**config.mk**
```make
export PLATFORM = sky130hd
export DESIGN_NAME = eel_fetch_unit
export DESIGN_NICKNAME = d
export VERILOG_FILES = /design/src/rtl/eel_fetch_pkg.sv /design/src/rtl/eel_fetch_skid_buf.sv /design/src/rtl/eel_fetch_unit.sv
export SDC_FILE = /design/constraint.sdc
export NUM_CORES = 1
export LEC_CHECK = 0
export CORE_AREA = 3 3 121 123
export DETAILED_ROUTE_END_ITERATION = 7
export DIE_AREA = 0 0 124 126
export MAX_ROUTING_LAYER = met4
export PLACE_DENSITY = 0.78
export SLEW_MARGIN = 20
export SYNTH_ARGS = -nofsm -noshare
export SYNTH_HDL_FRONTEND = slang
export SYNTH_SLANG_ARGS = --single-unit
```
**constraint.sdc**
```tcl
create_clock -name CLK -period 6.5 [get_ports CLK]
set_input_delay 0.975 -clock CLK [delete_from_list [all_inputs] [get_ports CLK]]
set_output_delay 0.975 -clock CLK [all_outputs]
set_load 0.02 [all_outputs]
```
**src/rtl/eel_fetch_pkg.sv**
```systemverilog
// eel_fetch_pkg
// Shared types and constants for the EEL instruction fetch stage.
//   fetch_entry_t : one queued fetch result {pc, instr, misalign}
//   FETCH_MODE_E  : fetch sequencer mode (RUN / FAULT / HALT)
//   NOP_INSTR     : filler instruction carried by a misaligned-target fault entry
//   PC_STEP       : byte increment between sequential fetches
package eel_fetch_pkg;

    typedef struct packed {
        logic [31:0] pc;
        logic [31:0] instr;
        logic        misalign;
    } fetch_entry_t;

    typedef enum logic [1:0] {
        RUN   = 2'd0,
        FAULT = 2'd1,
        HALT  = 2'd2
    } FETCH_MODE_E;

    localparam logic [31:0] NOP_INSTR = 32'h0000_0013;
    localparam logic [31:0] PC_STEP   = 32'd4;

endpackage

```
**src/rtl/eel_fetch_skid_buf.sv**
```systemverilog
// eel_fetch_skid_buf
// Two-entry FIFO of fetch_entry_t sitting between IMEM capture and decode.
// Ports:
//   clk, rst   : clock, synchronous active-high reset (empties the queue)
//   push       : write push_data at the tail this cycle
//   push_data  : entry to write
//   pop        : drop the head this cycle
//   flush      : discard all contents (redirect)
//   count      : number of valid entries (0..2)
//   head       : oldest entry; contents are stale when count == 0
module eel_fetch_skid_buf
    import eel_fetch_pkg::*;
(
    input  logic         clk,
    input  logic         rst,
    input  logic         push,
    input  fetch_entry_t push_data,
    input  logic         pop,
    input  logic         flush,
    output logic [1:0]   count,
    output fetch_entry_t head
);

    fetch_entry_t mem [2];
    logic         rd_ptr;
    logic         wr_ptr;
    logic         do_push;
    logic         do_pop;

    // Guard against overflow/underflow so a misbehaving caller cannot corrupt order.
    assign do_pop  = pop  & (count != 2'd0);
    assign do_push = push & ((count != 2'd2) | do_pop);

    always_ff @(posedge clk) begin
        if (rst || flush) begin
            rd_ptr <= 1'b0;
            wr_ptr <= 1'b0;
            count  <= 2'd0;
        end else begin
            if (do_push) wr_ptr <= ~wr_ptr;
            if (do_pop)  rd_ptr <= ~rd_ptr;
            count <= count + {1'b0, do_push} - {1'b0, do_pop};
        end
    end

    // Storage carries no reset; validity is tracked solely by count.
    always_ff @(posedge clk) begin
        if (do_push && !rst && !flush) mem[wr_ptr] <= push_data;
    end

    assign head = mem[rd_ptr];

endmodule

```
**src/rtl/eel_fetch_unit.sv**
```systemverilog
// eel_fetch_unit
// Instruction fetch stage of the EEL core. Owns the PC, reads IMEM
// combinationally and captures {pc, instr} into a 2-entry skid queue that
// feeds decode over a valid/ready handshake. REDIRECT reloads the PC and
// flushes queued work in a single cycle.
// Build option:
//   EEL_FETCH_ALIGN_CHECK_EN : misaligned redirect targets produce one
//   fault entry (NOP, misalign=1) and halt fetching until an aligned
//   redirect or reset. Undefined: targets are forced word aligned.
// Ports:
//   CLK, RST        : clock, synchronous active-high reset
//   REDIRECT(_PC)   : load a new PC and flush the queue
//   IMEM_RDEN/ADDR  : IMEM read enable and word address (PC[ADDR_DEPTH+1:2])
//   IMEM_DATA       : IMEM output, valid in the same cycle as IMEM_ADDR
//   IF_VALID/READY  : decode handshake for the queue head
//   IF_INSTR/PC     : head entry, 0 when the queue is empty
//   IF_MISALIGN     : head carries a misaligned-target fault
module eel_fetch_unit
    import eel_fetch_pkg::*;
#(
    parameter int          ADDR_DEPTH = 14,
    parameter logic [31:0] RESET_PC   = 32'h0000_0000
) (
    input  logic                  CLK,
    input  logic                  RST,
    input  logic                  REDIRECT,
    input  logic [31:0]           REDIRECT_PC,
    output logic                  IMEM_RDEN,
    output logic [ADDR_DEPTH-1:0] IMEM_ADDR,
    input  logic [31:0]           IMEM_DATA,
    output logic                  IF_VALID,
    input  logic                  IF_READY,
    output logic [31:0]           IF_INSTR,
    output logic [31:0]           IF_PC,
    output logic                  IF_MISALIGN
);

    logic [31:0]  pc;
    FETCH_MODE_E  mode;
    logic [1:0]   q_count;
    fetch_entry_t q_head;
    fetch_entry_t push_data;
    logic         q_valid;
    logic         q_room;
    logic         pop;
    logic         push;
    logic         fetch;
    logic         fault_push;
    logic [31:0]  target;
    FETCH_MODE_E  redirect_mode;
    logic         quiet;

    // Reset and redirect both suppress any handshake or IMEM access this cycle.
    assign quiet    = RST | REDIRECT;
    assign q_valid  = (q_count != 2'd0);
    assign IF_VALID = q_valid & ~quiet;
    assign pop      = IF_VALID & IF_READY;
    // A full queue may still accept a push when the head leaves the same cycle.
    assign q_room   = (q_count != 2'd2) | pop;
    assign fetch    = (mode == RUN) & ~quiet & q_room;
    assign push     = fetch | fault_push;

    assign IMEM_RDEN = fetch;
    assign IMEM_ADDR = pc[ADDR_DEPTH+1:2];

`ifdef EEL_FETCH_ALIGN_CHECK_EN
    assign target        = REDIRECT_PC;
    assign redirect_mode = (REDIRECT_PC[1:0] != 2'b00) ? FAULT : RUN;
    // The fault entry is synthesized locally; IMEM stays idle for it.
    assign fault_push    = (mode == FAULT) & ~quiet & q_room;
    assign IF_MISALIGN   = (q_valid & ~RST) ? q_head.misalign : 1'b0;
`else
    logic unused_bits;
    assign target        = {REDIRECT_PC[31:2], 2'b00};
    assign redirect_mode = RUN;
    assign fault_push    = 1'b0;
    assign IF_MISALIGN   = 1'b0;
    assign unused_bits   = ^{REDIRECT_PC[1:0], q_head.misalign};
`endif

    always_comb begin
        push_data          = '0;
        push_data.pc       = pc;
        push_data.instr    = IMEM_DATA;
        push_data.misalign = 1'b0;
        if (fault_push) begin
            push_data.instr    = NOP_INSTR;
            push_data.misalign = 1'b1;
        end
    end

    always_ff @(posedge CLK) begin
        if (RST) begin
            pc   <= RESET_PC;
            mode <= RUN;
        end else if (REDIRECT) begin
            pc   <= target;
            mode <= redirect_mode;
        end else begin
            if (fetch)      pc   <= pc + PC_STEP;
            if (fault_push) mode <= HALT;
        end
    end

    eel_fetch_skid_buf u_skid (
        .clk       (CLK),
        .rst       (RST),
        .push      (push),
        .push_data (push_data),
        .pop       (pop),
        .flush     (REDIRECT),
        .count     (q_count),
        .head      (q_head)
    );

    assign IF_INSTR = (q_valid & ~RST) ? q_head.instr : 32'h0;
    assign IF_PC    = (q_valid & ~RST) ? q_head.pc    : 32'h0;

endmodule

```
==> metrics list <==
* Fin. Hold Viols: 0
* Cell chosen for the clock root: sky130_fd_sc_hd__clkbuf_16
- Routability-driven placement finished with a final weighted congestion of 0.847.
- Launching instance or port of the critical path: RST
* Final instance area: 8810 µm²
- For this run, the number of standard cells in the final layout without fillers is 840.
* Level count of the clock H-tree: 4
* Cell Rows: 43
- Number of vias per cell after detailed routing: 5.26
- Count of buffering cells on the critical path with inverters included: 4
* Setup Crit Path Kind: input pin to primary output
- Synth warn: 0
- In this run the tool buffered the top-level ports with 143 buffer cells.
* Biggest cell delay along the critical path: 0.58 ns
* Remaining antenna violation count: 0
- Hold Path Depth: 0
- Max IR drop VDD: between 150 and 200 µV
* Die Height: 126 µm
- Max-slew violations: 0
- Once routing completed, OpenROAD measured the worst setup slack at 2.17 ns.
- In this run the count of I/O pins placed on the die edge is 149.
* Post-layout util: a little under two thirds
- Final Hold Slack: between 0.5 and 0.6 ns
* Number of antenna violations at the first check in global routing: 0
* Setup Slack @ Placement: between 2 and 2.5 ns
- Sequential cells were found to cover 65.1% of the synthesized design area.
- First-pass iteration count of the detailed router: 4
- Die X-Extent: 124 µm
- For this run, the leading register cell type out of synthesis is sky130_fd_sc_hd__edfxtp_1.
* Total clock sinks: about 160
- Relative to the synthesized area, the layout overhead comes to 29.6%.
- Total instance count after detailed placement: 808
- Post-CTS setup buffer count: 0
- Instance count of the mapped netlist: 523
- After clock tree synthesis, the clock-pin slew on the worst setup and hold paths is 0.06 ns.
- The min-delay analysis places its worst path in the category flip-flop to flip-flop.
* Number of nets in the layout: 717
- The first global-routing pass estimated roughly 22,000 µm of wire.
- In this run the static leakage power is 2.82 nW.
- For flop-to-flop paths, the worst setup slack is approximately 3.7 ns.
- Data required, critical path: 5.52 ns
* Core region area: around 14,000 µm²
- For this run the aggregate overflow at the end of global routing stands at 0.
- Mapped Avg Cell Area: approximately 13 µm²
- Summed over all layers, the routed wires come to around 14,000 µm.
* Final Total Pwr: 2.36 mW
- In this run the worst setup path terminates at IF_PC[12].
- Post-place instance area: 8220 µm²
* CTS tree: yes
- Vias after detailed routing: approximately 4,400
* Maximum operating frequency: 231 MHz
* Setup clock skew after layout: 0.00943 ns
* Flip-flop and latch count after synthesis: 159
* Max Buffers Root-to-Sink: 2
- The post-route netlist has between 6 and 7% of its cells at a drive strength greater than 1.
- Clock buffers created by TritonCTS: 17
* Per-cell routed wire length: between 15 and 20 µm
- Count of inserted antenna diode cells: 0
* Setup crit start kind: input pin
* DIE AREA: 15,600 µm²
* Count of hold-fix buffers inserted at cts: 0
- Headroom to the max-slew limit came out at 24.9%.
- Power density over cell area: 267 nW/µm²
* Resize count post-CTS: 0
- Subtracting the final worst setup slack from the clock period gives 4.33 ns.
- The number of global-route vias before repair came to between 4,000 and 5,000.
- The synthesized netlist occupies a cell area of 6800 µm².
- Final cycle utilization of the critical path: 66.6%
* Starting density of the core: 49.4%
- Worst reg2reg endpoint: u_skid.mem[0][62]$_DFFE_PP_
- Number of flops mapped to enable cells by yosys: 124
- Worst-margin pin slew: about 1.1 ns
- The worst setup path is captured at a primary output.
* Kind of cell adding the most delay to the critical path: buffers and inverters
* Status: finished clean
- CP Cell Sequence: clkdlybuf4s50_1 > buf_4 > o21bai_4 > buf_4 > nor2_1 > clkdlybuf4s50_1
- WP data arrival: 3.35 ns
* Unrepaired setup endpoints after global routing: false
- Global routing used 19.0% of the available tracks.
* Setup tns final: 0 ns
* Drt drc: 0
- For this block, the initial DRC count from the detailed router was 356.
- Worst R2R Path Depth: 4
- Of all nets on the critical path, the largest fanout is 66.
* Max-cap check violation count: 0
- Post-detail-place hpwl: about 9300 µm
- Count of different cell masters after synthesis: 41
* Post-synthesis async set-or-reset flop share: 0%
* Source-to-sink clock delay at the later pin of the worst-skew pair: 0.42 ns
* Reg-to-Reg Start: u_skid.count[0]$_SDFF_PP0_
* Critical Path Stages: 6
- Setup violations remaining at the end of the flow were counted as 0.
* Largest net degree at the start of global routing: 67
* Critical-path cell with the highest stage delay: sky130_fd_sc_hd__buf_4
==> area by class of cell <==
class                           instances  area, µm²
Clock buffer                           27        513
Clock inverter                          5       77.6
Fill cell                            1062       4960
Inverter                                6       22.5
Multi-Input combinational cell        315       2080
Sequential cell                       159       4430
Tap cell                              180        225
Timing Repair Buffer                  148       1470
==> metal layers <==
layer  wire length (µm)  share of wire (%)  up-vias  global-route usage [%]
li1                   -                  -     2141                       -
met1               5950                 42     2088                    22.8
met2               7030                 49      169                    30.9
met3               1030                7.2       20                    4.76
met4                225                1.6        0                    7.09
met5                  0                  0        -                       -
==> how the worst min path moves through the flow <==
stage	startpoint	to	slack [ns]
after floorplan	pc[31]$_SDFFE_PP0P_	u_skid.mem[0][63]$_DFFE_PP_	0.45
after global placement	u_skid.rd_ptr$_SDFFE_PP0N_	flip-flop	0.48
after detailed placement	pc[24]$_SDFFE_PP0P_	u_skid.mem[0][56]$_DFFE_PP_	0.49
after CTS	pc[24]$_SDFFE_PP0P_	u_skid.mem[0][56]$_DFFE_PP_	0.50
after global routing	pc[24]$_SDFFE_PP0P_	u_skid.mem[0][56]$_DFFE_PP_	0.53
final	pc[24]$_SDFFE_PP0P_	u_skid.mem[0][56]$_DFFE_PP_	0.50
==> worst reg2reg max path, delay by kind of cell (launching register included) <==
kind / cells / cell delay, ns
and+or+nand+nor: 3 / 1.34
buffers and inverters: 1 / 0.63
DFF: 1 / 0.42
==> cell usage after synthesis (2+ instances only) <==
| cell | n | area [µm²] |
|---|---|---|
| sky130_fd_sc_hd__or3_1 | 4 | 25.0 |
| sky130_fd_sc_hd__nand3_1 | 8 | 40.0 |
| sky130_fd_sc_hd__inv_1 | 5 | 18.8 |
| sky130_fd_sc_hd__nand4_4 | 2 | 42.5 |
| sky130_fd_sc_hd__dfxtp_1 | 35 | 701 |
| sky130_fd_sc_hd__buf_6 | 2 | 22.5 |
| sky130_fd_sc_hd__clkbuf_1 | 17 | 63.8 |
| sky130_fd_sc_hd__o21ai_0 | 4 | 20.0 |
| sky130_fd_sc_hd__mux2i_1 | 64 | 641 |
| sky130_fd_sc_hd__xnor2_1 | 27 | 236 |
| sky130_fd_sc_hd__clkbuf_8 | 5 | 68.8 |
| sky130_fd_sc_hd__nor4_1 | 11 | 68.8 |
| sky130_fd_sc_hd__edfxtp_1 | 124 | 3720 |
| sky130_fd_sc_hd__buf_4 | 17 | 128 |
| sky130_fd_sc_hd__ha_1 | 2 | 25.0 |
| sky130_fd_sc_hd__a211oi_1 | 17 | 128 |
| sky130_fd_sc_hd__nor3b_1 | 3 | 22.5 |
| sky130_fd_sc_hd__a21oi_1 | 12 | 60.1 |
| sky130_fd_sc_hd__and3_1 | 4 | 25.0 |
| sky130_fd_sc_hd__nor3_1 | 10 | 50.1 |
| sky130_fd_sc_hd__nor2_1 | 91 | 342 |
| sky130_fd_sc_hd__and4_2 | 3 | 30.0 |
| sky130_fd_sc_hd__nand2_1 | 23 | 86.3 |
| sky130_fd_sc_hd__nand4_1 | 9 | 56.3 |
| sky130_fd_sc_hd__o21bai_1 | 4 | 30.0 |
| sky130_fd_sc_hd__buf_1 | 2 | 7.51 |
| sky130_fd_sc_hd__a311oi_1 | 2 | 17.5 |
| sky130_fd_sc_hd__and2_2 | 3 | 22.5 |
==> cells by family (layout without fill, tap and decap cells) <==
group                      Yosys count  count (layout)  share of synthesized area [%]
adders and majority gates            2               2                          0.368
other                                1               3                         0.0552
and+or+nand+nor                    176             176                           12.6
AOI/OAI and AO/OA                   42              42                           4.14
buffers and inverters               51             186                           4.75
muxes                               64              64                           9.42
DFF                                159             159                           65.1
xor gates and xnor gates            28              28                           3.61
==> report_power, final <==
group          switching (mW)  internal (mW)
Combinational           0.104          0.103
Clock                   0.361          0.616
Sequential             0.0338           1.14
Total                   0.498           1.86
==> registers in the layout, summed over array words and instances (netlist names), named ones only <==
register	flops
u_skid.mem	124
pc	30
u_skid.wr_ptr	1
u_skid.rd_ptr	1
u_skid.count	2
==> cell usage in the layout (no fill, tap or decap), types with 4 or more instances in the layout <==
cell type | Yosys | routed
sky130_fd_sc_hd__clkdlybuf4s50_1 | 0 | 143
sky130_fd_sc_hd__edfxtp_1 | 124 | 124
sky130_fd_sc_hd__nor2_1 | 91 | 90
sky130_fd_sc_hd__mux2i_1 | 64 | 64
sky130_fd_sc_hd__dfxtp_1 | 35 | 34
sky130_fd_sc_hd__xnor2_1 | 27 | 27
sky130_fd_sc_hd__nand2_1 | 23 | 23
sky130_fd_sc_hd__a211oi_1 | 17 | 17
sky130_fd_sc_hd__clkbuf_16 | 0 | 17
sky130_fd_sc_hd__a21oi_1 | 12 | 12
sky130_fd_sc_hd__nor4_1 | 11 | 11
sky130_fd_sc_hd__nor3_1 | 10 | 10
sky130_fd_sc_hd__nand4_1 | 9 | 9
sky130_fd_sc_hd__nand3_1 | 8 | 8
sky130_fd_sc_hd__inv_1 | 5 | 5
sky130_fd_sc_hd__clkbuf_1 | 17 | 5
sky130_fd_sc_hd__clkbuf_8 | 5 | 5
sky130_fd_sc_hd__buf_4 | 17 | 5
sky130_fd_sc_hd__o21ai_0 | 4 | 4
sky130_fd_sc_hd__or3_1 | 4 | 4
Power figures use the tool's default switching activity.
